## config.mk

```make
export PLATFORM = sky130hd
export DESIGN_NAME = button_event_decoder
export DESIGN_NICKNAME = d
export VERILOG_FILES = /design/src/rtl/clock_pkg.sv /design/src/rtl/sync_debounce.sv /design/src/rtl/button_event_decoder.sv
export SDC_FILE = /design/constraint.sdc
export NUM_CORES = 1
export LEC_CHECK = 0
export BUFFER_PORTS_ARGS = -buffer_cell sky130_fd_sc_hd__buf_4
export CORE_UTILIZATION = 57
export CTS_CLUSTER_DIAMETER = 60
export DETAILED_ROUTE_END_ITERATION = 6
export GPL_TIMING_DRIVEN = 0
export PLACE_DENSITY = 0.76
export SLEW_MARGIN = 5
export SYNTH_ARGS = -nofsm -noshare
export SYNTH_HDL_FRONTEND = slang
export SYNTH_SLANG_ARGS = --single-unit
```

## constraint.sdc

```tcl
create_clock -name i_clk -period 2.6 [get_ports i_clk]
set_input_delay 0.65 -clock i_clk [delete_from_list [all_inputs] [get_ports i_clk]]
set_output_delay 0.65 -clock i_clk [all_outputs]
set_load 0.05 [all_outputs]
```

## src/rtl/clock_pkg.sv

```systemverilog
// Shared types for the button event decoder: FSM states and o_sw_state event codes.
package clock_pkg;

  typedef enum logic [2:0] {
    ST_IDLE = 3'd0,
    ST_HELD = 3'd1,
    ST_LONG = 3'd2,
    ST_CLR  = 3'd3,
    ST_REL  = 3'd4
  } state_e;

  localparam logic [1:0] CODE_IDLE  = 2'b11;
  localparam logic [1:0] CODE_SHORT = 2'b10;
  localparam logic [1:0] CODE_LONG  = 2'b01;
  localparam logic [1:0] CODE_CLR   = 2'b00;

endpackage

```

## src/rtl/sync_debounce.sv

```systemverilog
// Two-flop synchronizer plus stability counter for an active-low pushbutton.
// Exposes the debounced level (1 = pressed) and one-cycle press/release pulses.
module sync_debounce #(
  parameter int DEB_CYC = 1_000_000
) (
  input  logic i_clk,
  input  logic i_rst,
  input  logic i_sw,
  output logic o_level,
  output logic o_press,
  output logic o_release
);

  localparam int CW = $clog2(DEB_CYC + 1);
  localparam logic [CW-1:0] DEB_V = CW'(DEB_CYC);

  logic [1:0]    sync_q, sync_d;
  logic [CW-1:0] cnt_q, cnt_d;
  logic          level_q, level_d;
  logic          press_q, press_d;
  logic          release_q, release_d;
  logic          sample_pressed;

  // The level flips on the cycle after the counter has seen DEB_CYC differing samples.
  always_comb begin
    sync_d         = {sync_q[0], i_sw};
    sample_pressed = ~sync_q[1];
    level_d        = level_q;
    cnt_d          = '0;
    press_d        = 1'b0;
    release_d      = 1'b0;
    if (sample_pressed != level_q) begin
      if (cnt_q == DEB_V) begin
        level_d   = sample_pressed;
        press_d   = sample_pressed;
        release_d = ~sample_pressed;
      end else begin
        cnt_d = cnt_q + CW'(1);
      end
    end
  end

  always_ff @(posedge i_clk or posedge i_rst) begin
    if (i_rst) begin
      sync_q    <= 2'b11;
      cnt_q     <= '0;
      level_q   <= 1'b0;
      press_q   <= 1'b0;
      release_q <= 1'b0;
    end else begin
      sync_q    <= sync_d;
      cnt_q     <= cnt_d;
      level_q   <= level_d;
      press_q   <= press_d;
      release_q <= release_d;
    end
  end

  assign o_level   = level_q;
  assign o_press   = press_q;
  assign o_release = release_q;

endmodule

```

## src/rtl/button_event_decoder.sv

```systemverilog
// Classifies debounced button presses into short, long and clear-request events.
// Codes: 11 idle, 10 short pulse, 01 long pulse, 00 clear level until release.
module button_event_decoder
  import clock_pkg::*;
#(
  parameter int DEB_CYC  = 1_000_000,
  parameter int LONG_CYC = 50_000_000,
  parameter int CLR_CYC  = 150_000_000
) (
  input  logic       i_clk,
  input  logic       i_rst,
  input  logic       i_sw,
  output logic [1:0] o_sw_state,
  output logic       o_pressed
);

  localparam int HW = $clog2(CLR_CYC + 1);
  localparam logic [HW-1:0] LONG_V = HW'(LONG_CYC);
  localparam logic [HW-1:0] CLR_V  = HW'(CLR_CYC);

  logic          level, press_evt, release_evt;
  state_e        state_q, state_d;
  logic [HW-1:0] hold_q, hold_d, hold_inc;

  sync_debounce #(
    .DEB_CYC(DEB_CYC)
  ) u_sync_debounce (
    .i_clk    (i_clk),
    .i_rst    (i_rst),
    .i_sw     (i_sw),
    .o_level  (level),
    .o_press  (press_evt),
    .o_release(release_evt)
  );

  // Hold counter saturates at CLR_CYC; a release always takes priority over a threshold.
  always_comb begin
    hold_inc   = (hold_q == CLR_V) ? hold_q : hold_q + HW'(1);
    state_d    = state_q;
    hold_d     = hold_q;
    o_sw_state = CODE_IDLE;
    case (state_q)
      ST_IDLE: begin
        if (press_evt) begin
          state_d = ST_HELD;
          hold_d  = HW'(1);
        end
      end
      ST_HELD: begin
        if (release_evt) begin
          state_d = ST_REL;
          hold_d  = '0;
        end else begin
          hold_d = hold_inc;
          if (hold_inc == LONG_V) state_d = ST_LONG;
        end
      end
      ST_LONG: begin
        // Only the entry cycle of LONG carries the long-press pulse.
        if (hold_q == LONG_V) o_sw_state = CODE_LONG;
        if (release_evt) begin
          state_d = ST_IDLE;
          hold_d  = '0;
        end else begin
          hold_d = hold_inc;
          if (hold_inc == CLR_V) state_d = ST_CLR;
        end
      end
      ST_CLR: begin
        o_sw_state = CODE_CLR;
        if (release_evt) begin
          state_d = ST_IDLE;
          hold_d  = '0;
        end else begin
          hold_d = hold_inc;
        end
      end
      ST_REL: begin
        o_sw_state = CODE_SHORT;
        state_d    = ST_IDLE;
        hold_d     = '0;
      end
      default: begin
        state_d = ST_IDLE;
        hold_d  = '0;
      end
    endcase
  end

  always_ff @(posedge i_clk or posedge i_rst) begin
    if (i_rst) begin
      state_q <= ST_IDLE;
      hold_q  <= '0;
    end else begin
      state_q <= state_d;
      hold_q  <= hold_d;
    end
  end

  assign o_pressed = level;

endmodule

```

==> results.json, run 1 <==
{
  "status": "complete, but fails checks",
  "failed_checks": "setup timing",
  "layout-drive-gt1-share": 0.131,
  "core_area_sq_mm": 0.00592,
  "cts.sinks": 56,
  "hp-class": "in2async",
  "irDropWorstVdd_mv": 0.266,
  "synth_fp_nets": 416,
  "grt.total_usage": 0.285,
  "async_flop_share": 1.00,
  "htreeDepth": 2,
  "dieHeight_um": 80.2,
  "synth_compound_area_frac": 0.140,
  "area_growth_pct": 10.8,
  "cts_max_path_buffers": 2,
  "diodes": 0,
  "p_clk_frac": 0.352,
  "yosysWarnings": 0,
  "final.period_utilization": 1.16,
  "p_leak_uw": 0.00151,
  "die_x_um": 80.2,
  "route.detailed.drc": 0,
  "via_count": 3163,
  "antenna_found_initial": 0,
  "antenna_left": 0,
  "worst_setup_path_end_kind": "primary output",
  "grt-ovfl-total": 0,
  "rows": 28,
  "final.setup.worst_slack_ns": -0.426,
  "synth-seq-area-share": 0.403,
  "critPathArrivalTime_ns": 2.38,
  "regToRegStartpoint": "hold_q[0]",
  "ys_types": 46,
  "period_minus_slack_ns": 3.03,
  "syn_area_per_cell_sq_um": 8.52,
  "portBuffers": 5,
  "syn-instance-count": 409,
  "synth_top_family_by_area": "simple AND/OR/NAND/NOR gates",
  "max_freq_mhz": 330,
  "r2r_end": "state_q[0]",
  "boundaryPins": 6,
  "muxShareOfSynthArea": 0.00574,
  "synthFlopType": "dfrtp_1",
  "root_buffer": "clkbuf_8",
  "drtPass1Iterations": 5,
  "setup_violations": 3,
  "max_slew_margin": 0.365,
  "powerDensity_mw_per_mm2": 368,
  "internal-power_uw": 1080,
  "netlist_area_sq_mm": 0.00349,
  "cts_tree": "built",
  "ctsHoldBuffers": 0,
  "worst-r2r-cell-count": 10,
  "place_inst": 490,
  "tightestPinTransition_ns": 0.945,
  "ys_ff_latch": 56,
  "grt_max_degree": 39,
  "via_per_inst": 6.30,
  "p_sw_frac": 0.239,
  "post_dp_cell_area_sq_mm": 0.00365,
  "crit_required_ns": 1.95,
  "grt_pass1_vias": 2913,
  "fin_worst_skew_ns": 0.00590,
  "startpoint_type": "flip-flop",
  "power_uw": 1420,
  "insertion_delay_ns": 0.31,
  "sequentialPowerShare": 0.621,
  "synth_edf_count": 0,
  "critPathMaxFanout": 2,
  "worstSetupPathType": "reg2out",
  "clk_pin_slew_worst_paths_ns": 0.10,
  "finalHoldViolations": 0,
  "hpwl_um": 5900,
  "fillers": 512,
  "grt_pass1_wl_um": 13900,
  "nNetsFinal": 433,
  "start_util": 0.589,
  "switchingPower_uw": 340,
  "drt-wirelength-per-cell_um": 17.3,
  "dieArea_sq_mm": 0.00643,
  "synth-simple-area-share": 0.290,
  "stdcell_count": 502,
  "r2r_slack_ns": -0.16,
  "gp_congestion": 0.925,
  "combPwrFrac": 0.027,
  "finalInstanceArea_sq_mm": 0.00386,
  "cap_violations": 0,
  "rsz0062_at_grt": "yes",
  "drt-initial-drc-count": 286,
  "numCtsBuffers": 5,
  "synthAdderAreaFrac": 0.0144,
  "drt-total-wl_um": 8710,
  "synth_xor_area_frac": 0.0930,
  "maxSlewViolCount": 0
}
[worst max path at each step]
stage,endpoint,cells after the start,startpoint,slack [ns]
2_1_floorplan,state_q[0],9,hold_q[0],0.03
3_3_place_gp,state_q[0],9,hold_q[0],-0.48
3_5_place_dp,state_q[0],9,hold_q[0],-0.49
4_1_cts,o_sw_state[1],7,hold_q[0],-0.39
5_1_grt,o_sw_state[1],7,hold_q[0],-0.49
6_report,o_sw_state[1],7,hold_q[0],-0.43
[Yosys cell counts (3+ instances only)]
master,number,area share
or3_1,6,0.011
nor3_1,17,0.024
nand4_1,14,0.025
o21ai_0,32,0.046
a21oi_1,11,0.016
ha_1,4,0.014
nor4_1,12,0.022
a31oi_1,9,0.016
buf_4,4,0.0086
nand2_1,39,0.042
o31ai_1,9,0.019
nor4b_1,3,0.0075
and4_1,6,0.015
a21o_1,5,0.011
o41ai_1,3,0.0075
clkbuf_1,21,0.023
and3_1,7,0.013
buf_6,3,0.0097
inv_1,9,0.0097
nand3_1,28,0.040
xor2_1,20,0.050
xnor2_1,17,0.043
dfrtp_1,54,0.39
nor2_1,47,0.051
[state kept, by name (all words and copies together) (netlist names)]
register and cells:
hold_q 28, u_sync_debounce.cnt_q 20, state_q 3, u_sync_debounce.sync_q 2
u_sync_debounce.o_level 1, u_sync_debounce.o_press 1, u_sync_debounce.o_release 1
[metal layers]
layer  up-vias  routed length (um)  global-route usage  part of all wire
met5         -                   0                   0                 0
met4         0                 227               0.118             0.026
met3        24                 500              0.0466             0.057
met2       120                4180               0.473              0.48
met1      1525                3800               0.369              0.44
li1       1494                   -                   -                 -
[power by group through the flow]
stage	registers, uW	clock network (uW)	logic (uW)
2_1_floorplan	898	0	25.4
3_3_place_gp	899	0	35.8
3_5_place_dp	899	0	40.7
4_1_cts	882	505	40.8
5_1_grt	883	541	45.6
6_report	882	501	38.3
[worst max-delay path, stage by stage, from the launching register on]
cell and delay, ns:
dfrtp_2 0.46, inv_2 0.07, ha_1 0.12, or4b_4 0.46, nor4_4 0.23, a31oi_1 0.17
or3b_4 0.40, buf_6 0.16
[cells by family (layout without fill, tap and decap cells)]
kind of cell | count (synthesis) | in the layout
AO/OA/AOI/OAI | 77 | 77
XOR/XNOR | 37 | 37
adder cells (fa/ha/maj) | 4 | 4
buffers and inverters | 40 | 58
flip-flops | 56 | 56
multiplexers | 2 | 2
AND/OR/NAND/NOR | 193 | 193
[metrics by stage]
stage	setup WS [ns]	TNS (ns)	hold slack [ns]	utilization
final	-0.426	-0.699	0.336	0.653
after global routing	-0.494	-0.945	0.363	0.653
after CTS	-0.394	-0.627	0.340	0.649
after detailed placement	-0.495	-1.38	0.348	0.616
after global placement	-0.482	-8.91	0.350	0.612
after floorplan	0.0314	0	0.345	-
[layout by cell type (no fill, tap or decap), types with 7 or more instances in the layout]
cell type,netlist,routed
dfrtp_1,54,52
nor2_1,47,45
nand2_1,39,39
o21ai_0,32,32
nand3_1,28,28
xor2_1,20,20
clkbuf_1,21,18
xnor2_1,17,17
nor3_1,17,15
nand4_1,14,14
buf_4,4,13
a21oi_1,11,11
nor4_1,12,9
a31oi_1,9,9
o31ai_1,9,9
inv_1,9,7
[final cells by class]
| class | count | area [sq um] | share of cell area |
|---|---|---|---|
| inverters | 9 | 33.8 | 0.00874 |
| clock inverters | 3 | 22.5 | 0.00583 |
| well taps | 75 | 93.8 | 0.0243 |
| multi-input cells | 313 | 1970 | 0.510 |
| clock buffers | 5 | 68.8 | 0.0178 |
| plain buffers | 28 | 145 | 0.0376 |
| repair buffers | 13 | 121 | 0.0314 |
| flip-flops and latches | 56 | 1410 | 0.364 |
[timing repair]
action                                  CTS  global route
buffers inserted                          7             0
endpoints found under the setup margin    3            11
endpoints found under the hold margin     0             0
gates resized for setup                  11             9
pin swaps                                 4             3
(Power assumes the default switching activity.)
==> run 2: changes to the inputs <==
- ABC_AREA: not set -> 1
- CORE_UTILIZATION: 57 -> 50
- PLACE_DENSITY: 0.76 -> 0.68
==> run 2 against run 1 <==
The run now ends clean; sequential share of layout area decreased by 1.2 points; clock skew increased by 0.0016 ns; flip-flop and latch count unchanged; critical path type unchanged; critical endpoint unchanged; largest cell class unchanged.
==> results.json, run 2 <==
{
  "stdcell_count": 641,
  "hpwl_um": 6990,
  "switchingPower_uw": 325,
  "place_inst": 631,
  "drt-total-wl_um": 9140,
  "startpoint_type": "flip-flop",
  "via_per_inst": 5.40,
  "timing.critical_path.mode_cell": "inv_1",
  "grt_pass1_vias": 3228,
  "rsz0062_at_grt": "yes",
  "critPathLaunch": "hold_q[1]",
  "ys_types": 36,
  "post_dp_cell_area_sq_mm": 0.00383,
  "p_leak_uw": 0.00167,
  "irDropWorstVdd_mv": 0.282,
  "crit_family": "flip-flops",
  "cts.sinks": 56,
  "area_growth_pct": 9.17,
  "synth.top_cells.by_area": "dfrtp_1, nand2_1, nor2_1",
  "rows": 30,
  "final.period_utilization": 0.956,
  "p_sw_frac": 0.216,
  "combPwrFrac": 0.029,
  "dieArea_sq_mm": 0.00766,
  "sequentialPowerShare": 0.585,
  "antenna_found_initial": 0,
  "path_cells": "inv_1, ha_1, inv_1, nor3_2, nand2_2, nor2_4, a41o_1, nand3_1, buf_6",
  "max_freq_mhz": 402,
  "drt-initial-drc-count": 435,
  "layout-drive-gt1-share": 0.110,
  "largest_reg_flops": 28,
  "syn_area_per_cell_sq_um": 6.91,
  "synth_area_leader_cell": "dfrtp_1",
  "yosys.area.top_type_share": 0.369,
  "largest-register": "hold_q",
  "crit_cells": 9,
  "powerDensity_mw_per_mm2": 377,
  "layout_common_cells": "nand2_1, nor2_1, inv_1",
  "async_flop_share": 1.00,
  "finalHoldViolations": 0,
  "grt-ovfl-total": 0,
  "boundaryPins": 6,
  "r2r_slack_ns": 0.17,
  "finalInstanceArea_sq_mm": 0.00399,
  "regToRegStartpoint": "hold_q[15]",
  "netlist_area_sq_mm": 0.00366,
  "synth_fp_nets": 536,
  "crit_required_ns": 1.95,
  "route.detailed.drc": 0,
  "critPathMaxFanout": 4,
  "worst-r2r-cell-count": 15,
  "critPathArrivalTime_ns": 1.84,
  "cpPeakStageDelay_ns": 0.45,
  "root_buffer": "clkbuf_8",
  "die_x_um": 87.5,
  "yosysWarnings": 0,
  "tightestPinTransition_ns": 0.788,
  "internal-power_uw": 1180,
  "syn-instance-count": 529,
  "synth_edf_count": 0,
  "clk_pin_slew_worst_paths_ns": 0.10,
  "path_buf_inv": 3,
  "cts_max_path_buffers": 2,
  "cap_violations": 0,
  "grt_pass1_wl_um": 15300,
  "htreeDepth": 2,
  "core_area_sq_mm": 0.00694,
  "synth_commonest_cells": "nand2_1, nor2_1, inv_1, dfrtp_1, nand3_1",
  "grt.total_usage": 0.260,
  "setup_violations": 0,
  "nNetsFinal": 551,
  "portBuffers": 5,
  "numCtsBuffers": 5,
  "yosysMostFrequentCell": "nand2_1",
  "insertion_delay_ns": 0.31,
  "slowest_stage": "dfrtp_2",
  "synth-seq-area-share": 0.384,
  "dieHeight_um": 87.5,
  "ys_ff_latch": 56,
  "antenna_left": 0,
  "period_minus_slack_ns": 2.49,
  "maxSlewViolCount": 0,
  "start_util": 0.527,
  "drtPass1Iterations": 5,
  "hp-class": "in2async",
  "ctsHoldBuffers": 0,
  "final_common_cell": "nand2_1",
  "gp_congestion": 0.987,
  "top_regs": "hold_q x28, u_sync_debounce.cnt_q x20, state_q x3",
  "worstSetupPathType": "reg2out",
  "synthFlopType": "dfrtp_1",
  "status": "completed",
  "fin_worst_skew_ns": 0.00749,
  "diodes": 0,
  "p_clk_frac": 0.385,
  "r2r_end": "state_q[1]",
  "worst_setup_path_end_kind": "primary output",
  "max_slew_margin": 0.473,
  "grt_max_degree": 41,
  "cts_tree": "built",
  "drt-wirelength-per-cell_um": 14.3,
  "via_count": 3462
}
run 2: cell types whose count changed after synthesis, sizes merged, moves of 16 or more:
cell,change
o21ai,-17
clkbuf,-16
nand3,+16
nand2,+110
inv,+56
o22ai,+21
nor2,+52
run 2: layer usage:
layer  vias up  global-route usage  wire, um
met3        18              0.0341       615
met1      1598               0.373      4300
li1       1729                   -         -
met2       117               0.413      4040
met4         0              0.0760       174
met5         -                   0         0
run 2: worst max-delay path by stage:
stage | to | slack [ns]
after floorplan | o_sw_state[1] | 0.30
after global placement | u_sync_debounce.cnt_q[2] | -0.16
after detailed placement | state_q[1] | 0.08
after CTS | o_sw_state[1] | 0.02
after global routing | o_sw_state[1] | -0.02
final | o_sw_state[1] | 0.11
run 2: area by class of cell:
type | instances | area [sq um]
clock inverters | 2 | 38.8
well taps | 96 | 120
flip-flops and latches | 56 | 1410
inverters | 68 | 255
repair buffers | 8 | 76.3
clock buffers | 6 | 72.6
multi-input cells | 399 | 2000
fillers | 678 | 2950
plain buffers | 6 | 26.3
run 2: power groups by stage:
stage | sequential, uW | combinational [uW] | clock, uW
floorplan | 897 | 28.7 | 0
global placement | 898 | 40.0 | 0
CTS | 881 | 46.3 | 599
finish | 881 | 44.2 | 581
global route | 882 | 52.3 | 627
detailed placement | 898 | 46.3 | 0
run 2: cells by family after synthesis:
kind of cell | Yosys count | synth area share
AOI/OAI and AO/OA | 47 | 0.0742
xor gates and xnor gates | 12 | 0.0287
adders and majority gates | 4 | 0.0137
buffers and inverters | 74 | 0.0770
DFF | 56 | 0.384
and+or+nand+nor | 336 | 0.423
run 2: timing repair:
action,4_1_cts,5_1_grt
gates resized for setup,2,8
pin swaps,0,1
endpoints found under the setup margin,1,3
setup buffers,2,0
run 2: worst reg2reg max path: stages, from the launching register on:
cell and delay [ns]:
dfrtp_1 0.42, nand2_1 0.18, nor2_2 0.30, nand2_1 0.17, nor2_1 0.20, nand2_1 0.08
nand2_1 0.06, nand2_1 0.10, a21oi_1 0.15, nand2_1 0.07, nor2_1 0.17, nand3_1 0.13
nand2_2 0.11, nand3_2 0.07, nand2_1 0.08, nand2_1 0.05
run 2: per-stage QoR:
step | TNS, ns | setup WS, ns | util | total power [uW] | hold slack [ns]
finish | 0 | 0.113 | 0.575 | 1510 | 0.320
global route | -0.0273 | -0.0242 | 0.575 | 1560 | 0.344
CTS | 0 | 0.0231 | 0.571 | 1530 | 0.332
detailed placement | 0 | 0.0841 | 0.552 | 945 | 0.348
global placement | -8.31 | -0.158 | 0.549 | 938 | 0.354
floorplan | 0 | 0.300 | - | 926 | 0.345
==> run 3: changes to the inputs <==
- RECOVER_POWER: not set -> 25
==> run 3 against run 2 <==
Sequential share of layout area grew 0.13 points; sequential power is essentially flat; global-route usage is the same; clock power is essentially flat; clock skew is essentially flat.
==> results.json, run 3 (synthesis results as in run 2) <==
{
  "cts_max_path_buffers": 2,
  "antenna_found_initial": 0,
  "clk_pin_slew_worst_paths_ns": 0.10,
  "rsz0062_at_grt": "yes",
  "path_cells": "nand2_1, nor2_1, inv_1, nor2_4, a41o_1, nand3_1, buf_6",
  "dieArea_sq_mm": 0.00766,
  "cpPeakStageDelay_ns": 0.44,
  "via_per_inst": 5.42,
  "path_buf_inv": 2,
  "antenna_left": 0,
  "drtPass1Iterations": 5,
  "setup_violations": 0,
  "max_slew_margin": 0.348,
  "drt-wirelength-per-cell_um": 14.2,
  "cp-endpoint": "o_sw_state[1]",
  "post-place-ws_ns": 0.0841,
  "finalHoldViolations": 0,
  "drt-total-wl_um": 9130,
  "boundaryPins": 6,
  "core_area_sq_mm": 0.00694,
  "die_x_um": 87.5,
  "fin_tns_setup_ns": 0,
  "grt-ovfl-total": 0,
  "crit_required_ns": 1.95,
  "rows": 30,
  "fin_worst_skew_ns": 0.00739,
  "period_minus_slack_ns": 2.49,
  "max_freq_mhz": 401,
  "diodes": 0,
  "tightestPinTransition_ns": 0.979,
  "critPathArrivalTime_ns": 1.84,
  "htreeDepth": 2,
  "largest_reg_flops": 28,
  "irDropWorstVdd_mv": 0.283,
  "fillers": 680,
  "p_leak_uw": 0.00167,
  "layout-drive-gt1-share": 0.108,
  "critPathMaxFanout": 4,
  "gp_congestion": 0.987,
  "root_buffer": "clkbuf_8",
  "regToRegStartpoint": "hold_q[15]",
  "route.detailed.drc": 0,
  "powerDensity_mw_per_mm2": 378,
  "final.setup.worst_slack_ns": 0.107,
  "cts_tree": "built",
  "numCtsBuffers": 5,
  "drt-initial-drc-count": 435,
  "worstSetupPathType": "reg2out",
  "hp-class": "reg2reg",
  "power_uw": 1500,
  "grt_pass1_vias": 3228,
  "top_regs": "hold_q x28, u_sync_debounce.cnt_q x20, state_q x3",
  "r2r_slack_ns": 0.17,
  "area_growth_pct": 8.76,
  "grt.total_usage": 0.260,
  "holdWs_ns": 0.365,
  "largest-register": "hold_q",
  "final_common_cell": "nand2_1",
  "dieHeight_um": 87.5,
  "final.period_utilization": 0.959,
  "ctsHoldBuffers": 0,
  "via_count": 3476,
  "grt_max_degree": 41,
  "startpoint_type": "flip-flop",
  "hpwl_um": 6990,
  "nNetsFinal": 551,
  "maxSlewViolCount": 0,
  "layout_common_cells": "nand2_1, nor2_1, inv_1",
  "portBuffers": 5,
  "critPathLaunch": "hold_q[20]",
  "final_util": 0.573,
  "grt_pass1_wl_um": 15300,
  "crit_family": "simple AND/OR/NAND/NOR gates",
  "start_util": 0.527,
  "insertion_delay_ns": 0.31,
  "cap_violations": 0,
  "crit_cells": 7,
  "cts.sinks": 56,
  "slowest_stage": "dfrtp_1",
  "worst_setup_path_end_kind": "primary output",
  "r2r_end": "state_q[1]",
  "status": "completed",
  "worst-r2r-cell-count": 15
}
==> run 3: cell count changes in the layout (fill, tap and decap cells not counted), sizes merged <==
cell    previous run  this run
clkbuf            11        14
buf                9         6
==> run 3: power by group <==
part,switching [uW],total [uW],internal [uW]
combinational,30.7,40.8,10.0
clock,290,581,292
sequential,4.39,881,877
total,325,1500,1180
==> run 3: area by class of cell <==
type | instances | area, sq um | area share
Buffer | 6 | 26.3 | 0.00661
Clock inverter | 2 | 38.8 | 0.00975
Multi-Input combinational cell | 399 | 2000 | 0.502
Timing Repair Buffer | 8 | 61.3 | 0.0154
Clock buffer | 6 | 72.6 | 0.0182
Tap cell | 96 | 120 | 0.0302
Sequential cell | 56 | 1410 | 0.354
Inverter | 68 | 255 | 0.0642
==> run 3: per-layer routing <==
layer,wire [um],track usage,vias to the layer above
li1,-,-,1729
met1,4290,0.373,1602
met2,4020,0.413,121
met3,628,0.0341,24
met4,197,0.0760,0
met5,0,0,-
==> run 3: through the flow <==
stage	cell area, sq um	cells
after floorplan	3660	529
after global placement	3810	630
after detailed placement	3830	631
after CTS	3970	641
after global routing	3980	641
final	3980	641
==> run 3: worst reg2reg max path, delay by kind of cell, from the launching register on <==
kind            cells  cell delay [ns]
compound gates      1             0.15
flops               1             0.42
simple gates       14             1.76
==> run 3: how the worst min path moves through the flow <==
stage	from	endpoint	slack, ns	depth (start not counted)
floorplan	u_sync_debounce.sync_q[0]	u_sync_debounce.sync_q[1]	0.35	0
global placement	u_sync_debounce.sync_q[0]	u_sync_debounce.sync_q[1]	0.35	0
detailed placement	u_sync_debounce.sync_q[0]	u_sync_debounce.sync_q[1]	0.35	0
CTS	i_rst	state_q[0]	0.33	2
global route	u_sync_debounce.sync_q[0]	u_sync_debounce.sync_q[1]	0.37	0
finish	u_sync_debounce.sync_q[0]	u_sync_debounce.sync_q[1]	0.37	0
==> run 3: what timing repair did <==
item	in CTS	in global routing
pin swaps	0	1
setup buffers	2	0
resized for setup	2	8
endpoints found under the setup margin	1	3
endpoints found under the hold margin	0	0
